[src/rtl/a2arb_pkg.sv]
// Shared types and helpers for the Apple II bus read-data arbiter.
// Card vectors are widened to MAX_CARDS so the helpers serve any card count.
package a2arb_pkg;

  localparam int MAX_CARDS = 32;
  localparam int IDX_W     = 5;

  typedef logic [MAX_CARDS-1:0] card_vec_t;

  typedef enum logic [1:0] {
    IDLE,
    GRANTED,
    RELEASED
  } arb_state_t;

  function automatic card_vec_t prio_onehot(
    input card_vec_t vec
  );
    return vec & (~vec + card_vec_t'(1));
  endfunction

  function automatic logic [IDX_W-1:0] onehot_to_idx(
    input card_vec_t oh
  );
    logic [IDX_W-1:0] idx;
    idx = '0;
    for (int i = 0; i < MAX_CARDS; i++) begin
      if (oh[i]) idx = idx | IDX_W'(i);
    end
    return idx;
  endfunction

endpackage

[src/rtl/bus_data_arbiter_sat_counter.sv]
// Saturating event counter; holds at all-ones instead of wrapping.
// Generic so other debug counters can reuse it.
module sat_counter #(
  parameter int WIDTH = 16
) (
  input  logic             clk,
  input  logic             reset,
  input  logic             inc,
  output logic [WIDTH-1:0] count
);

  always_ff @(posedge clk or posedge reset) begin
    if (reset) begin
      count <= '0;
    end else if (inc && (count != '1)) begin
      count <= count + WIDTH'(1);
    end
  end

endmodule

[src/rtl/bus_data_arbiter.sv]
// Per-bus-cycle read-data owner arbitration with a locked grant,
// contention counting and a registered, masked combined IRQ.
module bus_data_arbiter
  import a2arb_pkg::*;
#(
  parameter int NUM_CARDS          = 4,
  parameter int CONFLICT_CNT_WIDTH = 16
) (
  input  logic                          clk,
  input  logic                          reset,
  input  logic                          cycle_end_i,
  input  logic [NUM_CARDS-1:0]          rd_en_i,
  input  logic [NUM_CARDS*8-1:0]        data_i,
  input  logic [NUM_CARDS-1:0]          irq_n_i,
  input  logic [NUM_CARDS-1:0]          irq_mask_i,
  output logic                          data_out_en_o,
  output logic [7:0]                    data_out_o,
  output logic [NUM_CARDS-1:0]          grant_o,
  output logic                          conflict_o,
  output logic [CONFLICT_CNT_WIDTH-1:0] conflict_count_o,
  output logic                          irq_n_o
);

  localparam int IDXW =
    (NUM_CARDS > 1) ? $clog2(NUM_CARDS) : 1;

  arb_state_t state_q, state_nxt;

  logic [7:0]           lane [NUM_CARDS];
  logic [NUM_CARDS-1:0] winner_oh;
  logic [IDXW-1:0]      win_idx;
  logic [IDXW-1:0]      own_idx;
  logic                 owner_req;
  logic                 any_req;

  logic [NUM_CARDS-1:0] grant_nxt;
  logic                 en_nxt;
  logic [7:0]           data_nxt;
  logic                 conflict_nxt;
  logic                 flag_q, flag_nxt;

  for (genvar n = 0; n < NUM_CARDS; n++) begin : g_lane
    assign lane[n] = data_i[8*n +: 8];
  end

  assign winner_oh =
    NUM_CARDS'(prio_onehot(card_vec_t'(rd_en_i)));
  assign win_idx =
    IDXW'(onehot_to_idx(card_vec_t'(winner_oh)));
  assign own_idx =
    IDXW'(onehot_to_idx(card_vec_t'(grant_o)));
  assign owner_req = |(rd_en_i & grant_o);
  assign any_req   = |rd_en_i;

  always_ff @(posedge clk or posedge reset) begin
    if (reset) begin
      state_q <= IDLE;
    end else begin
      state_q <= state_nxt;
    end
  end

  // Bus cycle end dominates everything, including a fresh request.
  always_comb begin
    state_nxt = state_q;
    if (cycle_end_i) begin
      state_nxt = IDLE;
    end else begin
      unique case (state_q)
        IDLE:     if (any_req) state_nxt = GRANTED;
        GRANTED:  if (!owner_req) state_nxt = RELEASED;
        RELEASED: state_nxt = RELEASED;
        default:  state_nxt = IDLE;
      endcase
    end
  end

  always_comb begin
    grant_nxt    = grant_o;
    en_nxt       = data_out_en_o;
    data_nxt     = data_out_o;
    conflict_nxt = 1'b0;
    flag_nxt     = flag_q;
    if (cycle_end_i) begin
      grant_nxt = '0;
      en_nxt    = 1'b0;
      flag_nxt  = 1'b0;
    end else begin
      unique case (state_q)
        IDLE: begin
          if (any_req) begin
            grant_nxt = winner_oh;
            en_nxt    = 1'b1;
            data_nxt  = lane[win_idx];
            if (|(rd_en_i & ~winner_oh)) begin
              conflict_nxt = 1'b1;
              flag_nxt     = 1'b1;
            end
          end
        end
        GRANTED: begin
          data_nxt = lane[own_idx];
          if (!owner_req) en_nxt = 1'b0;
          // One contention pulse per bus cycle at most.
          if (!flag_q && |(rd_en_i & ~grant_o)) begin
            conflict_nxt = 1'b1;
            flag_nxt     = 1'b1;
          end
        end
        RELEASED: en_nxt = 1'b0;
        default: begin
          grant_nxt = '0;
          en_nxt    = 1'b0;
        end
      endcase
    end
  end

  always_ff @(posedge clk or posedge reset) begin
    if (reset) begin
      grant_o       <= '0;
      data_out_en_o <= 1'b0;
      data_out_o    <= 8'h00;
      conflict_o    <= 1'b0;
      flag_q        <= 1'b0;
      irq_n_o       <= 1'b1;
    end else begin
      grant_o       <= grant_nxt;
      data_out_en_o <= en_nxt;
      data_out_o    <= data_nxt;
      conflict_o    <= conflict_nxt;
      flag_q        <= flag_nxt;
      irq_n_o       <= &(irq_n_i | ~irq_mask_i);
    end
  end

  sat_counter #(
    .WIDTH (CONFLICT_CNT_WIDTH)
  ) u_conflict_cnt (
    .clk   (clk),
    .reset (reset),
    .inc   (conflict_nxt),
    .count (conflict_count_o)
  );

endmodule

[config.mk]
export PLATFORM = sky130hd
export DESIGN_NAME = bus_data_arbiter
export DESIGN_NICKNAME = d
export VERILOG_FILES = /design/src/rtl/a2arb_pkg.sv /design/src/rtl/bus_data_arbiter_sat_counter.sv /design/src/rtl/bus_data_arbiter.sv
export SDC_FILE = /design/constraint.sdc
export NUM_CORES = 1
export LEC_CHECK = 0
export CORE_MARGIN = 4
export CORE_UTILIZATION = 38
export CTS_CLUSTER_DIAMETER = 50
export DETAILED_ROUTE_END_ITERATION = 10
export PLACE_DENSITY = 0.68
export REMOVE_ABC_BUFFERS = 1
export SETUP_SLACK_MARGIN = 0.3
export SLEW_MARGIN = 20
export SYNTH_ARGS = -nofsm -noshare
export SYNTH_HDL_FRONTEND = slang
export SYNTH_HIERARCHICAL = 1
export SYNTH_SLANG_ARGS = --single-unit
[constraint.sdc]
create_clock -name clk -period 2.8 [get_ports clk]
set_clock_uncertainty 0.2 [all_clocks]
set_input_delay 0.56 -clock clk [delete_from_list [all_inputs] [get_ports clk]]
set_output_delay 0.56 -clock clk [all_outputs]
set_load 0.02 [all_outputs]
==> metrics.txt <==
max_cap viols=0; vias=approximately 2,300; die width=roughly 88 um; area of the multi-input gates=1400 um2; Max H-tree Level=2; Layout fillers=about 560; crit start category=input port; Synth async-reset ratio=1.00; met1 usage=0.242; commonest cells after routing, fill and taps aside=73 x clkdlybuf4s50_1, 32 x dfrtp_1, 20 x inv_1, 20 x buf_4; Final ANT Viol Nets=0; CTS Buffer Depth=2; sequential area share after synthesis=0.344; Final setup viols=0; drt via density=5.38; die area=approximately 7700 um2; Clk network pwr share=0.195; Hold Path Class=register to register; CTS Buf Count=5; post-synth cell types=57; vias in the first global route=approximately 2,300; FF+latch area=roughly 830 um2; Max FO, Critical Path=4; clock tree root driver cell=clkbuf_8; Post-Syn Instances=between 200 and 300; # rows=28; ant diodes=0; Final Cycle Share=0.819; DRT iter0 DRCs=70; crit path time final=between 2 and 2.5 ns; Die Span Y=between 80 and 90 um; GRT met2 Usage=0.312; Yosys reg bits=33; clk sinks=33; first-pass GRT wire length=~11,000 um; worst-path cell chain=clkdlybuf4s15_1, inv_2, o22ai_1, o211ai_1, a21oi_2, and4_1, nand3_1, nor2_1, mux2_2; # DRC=0; initial core utilization=0.399; post-layout util=0.570; most common cell after layout, fill and taps aside=clkdlybuf4s50_1; Total Wirelength=6840 um; Crit Path Class=input port to register; synthesized area per cell=between 8 and 9 um2; met3 Use GR=0.0414; Int Power=between 0.001 and 0.0015 W; RSZ-0062 raised after global routing=false; top_reg_cell synth=dfrtp_1; Critical Path RT=around 2.8 ns; outcome=complete, no violations; max_slew headroom=0.550; share of cells above drive strength 1=0.133; Synth top area share=0.333; Critical Path Sink Type=register; P_sw=roughly 0.00094 W; Global Route Usage Sum=0.187; DPL Wire Length=5210 um; initial antenna violation count=0; Syn Std Cell Area=2400 um2; largest cells by area after synthesis=dfrtp_1 33%, mux2i_1 4.6%, nor2b_1 4.4%; wire length per cell=15.7 um; crit path DAT=~2.3 ns; largest net degree at the start of global routing=27; Layout area overhead=42.7%; P_leak=between 1 and 1.5 nW; switching share of power=0.389; I/O Buffers=between 70 and 80; fin. max-slew vios=0; EDFF count, synth=0; Ports=78; Slew @ Worst Pin=~0.67 ns; DR pass1 iterations=4; final hold violations=0; GRT Residual Overflow=0; CORE AREA=between 6000 and 7000 um2; CTS tree=done; CP max stage delay=roughly 0.34 ns; slowest CP cell=mux2_2; Peak supply drop=approximately 0.42 mV; area leader, netlist=dfrtp_1; yosys warns=6; clk slew on worst S/H paths=~0.07 ns; final worst setup slack=slightly above 0.5 ns; Worst-Skew Late Latency=slightly below 0.3 ns; routability cong.=approximately 0.85; most utilized layer in the global route result=met2; nets=410; pwr dens=~700 nW/um2; combinational share of power=0.500; Max Fclk=436 MHz; Power Total=0.00241 W; DP Worst Slack=-0.136 ns; Flop pwr share=0.305
[critical path, delay by kind of cell]
| kind | cells | cell delay (ns) |
|---|---|---|
| buffers and inverters | 2 | 0.32 |
| AO/OA/AOI/OAI | 3 | 0.56 |
| AND/OR/NAND/NOR | 3 | 0.48 |
| multiplexers | 1 | 0.34 |
[layout make-up]
type                    instances  share of cell area
well taps                      75              0.0273
clock buffers                   7              0.0252
repair buffers                 97               0.267
inverters                      22              0.0241
flip-flops and latches         33               0.241
clock inverters                 1             0.00875
multi-input cells             201               0.406
[Yosys cell counts, types with 10 or more instances]
library cell,count
o21ai_0,15
a31oi_1,10
a21oi_1,11
nand2_1,17
nor2_1,14
nor2b_1,17
inv_1,20
xnor2_1,11
dfrtp_1,32
mux2i_1,11
[sequential cells by signal, indices dropped and copies added, names as in the netlist]
name / cells
flag_q: 1
data_out_o: 8
data_out_en_o: 1
u_conflict_cnt/count: 16
conflict_o: 1
grant_o: 4
state_q: 1
irq_n_o: 1
[layer usage]
| layer | share of wire | wire length (um) |
|---|---|---|
| met1 | 0.44 | 2990 |
| met2 | 0.50 | 3410 |
| met3 | 0.053 | 365 |
| met4 | 0.010 | 71 |
| met5 | 0 | 0 |
[repair_timing]
action / CTS / global route
pin swaps: 0 / 1
gates resized for setup: 4 / 4
hold buffers: 0 / 0
setup endpoints to repair: 4 / 7
setup buffers: 0 / 0
[final timing paths]
| path | start | to | slack, ns | cells past startpoint |
|---|---|---|---|---|
| setup / recovery | rd_en_i[0] | u_conflict_cnt/count[14]$_DFFE_PP0P_ | 0.51 | 9 |
| hold / removal | state_q[1]$_DFFE_PP0P_ | state_q[1]$_DFFE_PP0P_ | 0.30 | 1 |
| min in group asynchronous | reset | u_conflict_cnt/count[13]$_DFFE_PP0P_ | 0.47 | 2 |
| setup reg to reg | grant_o[0]$_DFFE_PP0P_ | u_conflict_cnt/count[14]$_DFFE_PP0P_ | 0.68 | 7 |
| max in group asynchronous | reset | data_out_en_o$_DFFE_PP0P_ | 1.47 | 2 |
| hold reg to reg | state_q[1]$_DFFE_PP0P_ | state_q[1]$_DFFE_PP0P_ | 0.30 | 1 |
[through the flow]
stage	TNS, ns	cell area (um2)	instances	hold WS, ns
floorplan	0	2300	256	0.266
global placement	-0.0122	3320	428	0.290
detailed placement	-0.264	3320	428	0.283
CTS	0	3430	436	0.299
global route	0	3430	436	0.343
finish	0	3430	436	0.296
[logic make-up (layout without fill, tap and decap cells)]
kind of cell,count (synthesis),in the layout,share of synthesized area
AOI/OAI and AO/OA,71,71,0.208
xor gates and xnor gates,11,11,0.0401
adders and majority gates,3,3,0.0156
buffers and inverters,36,127,0.0775
DFF,33,33,0.344
muxes,14,14,0.0598
and+or+nand+nor,102,102,0.255
[power groups by stage]
stage                     clock network, W  registers [W]  logic [W]
after floorplan                          0       0.000889   0.000516
after global placement                   0       0.000743    0.00118
after detailed placement                 0       0.000745    0.00120
after CTS                         0.000483       0.000737    0.00121
after global routing              0.000511       0.000756    0.00131
final                             0.000471       0.000734    0.00120
Power figures use the tool's default switching activity.
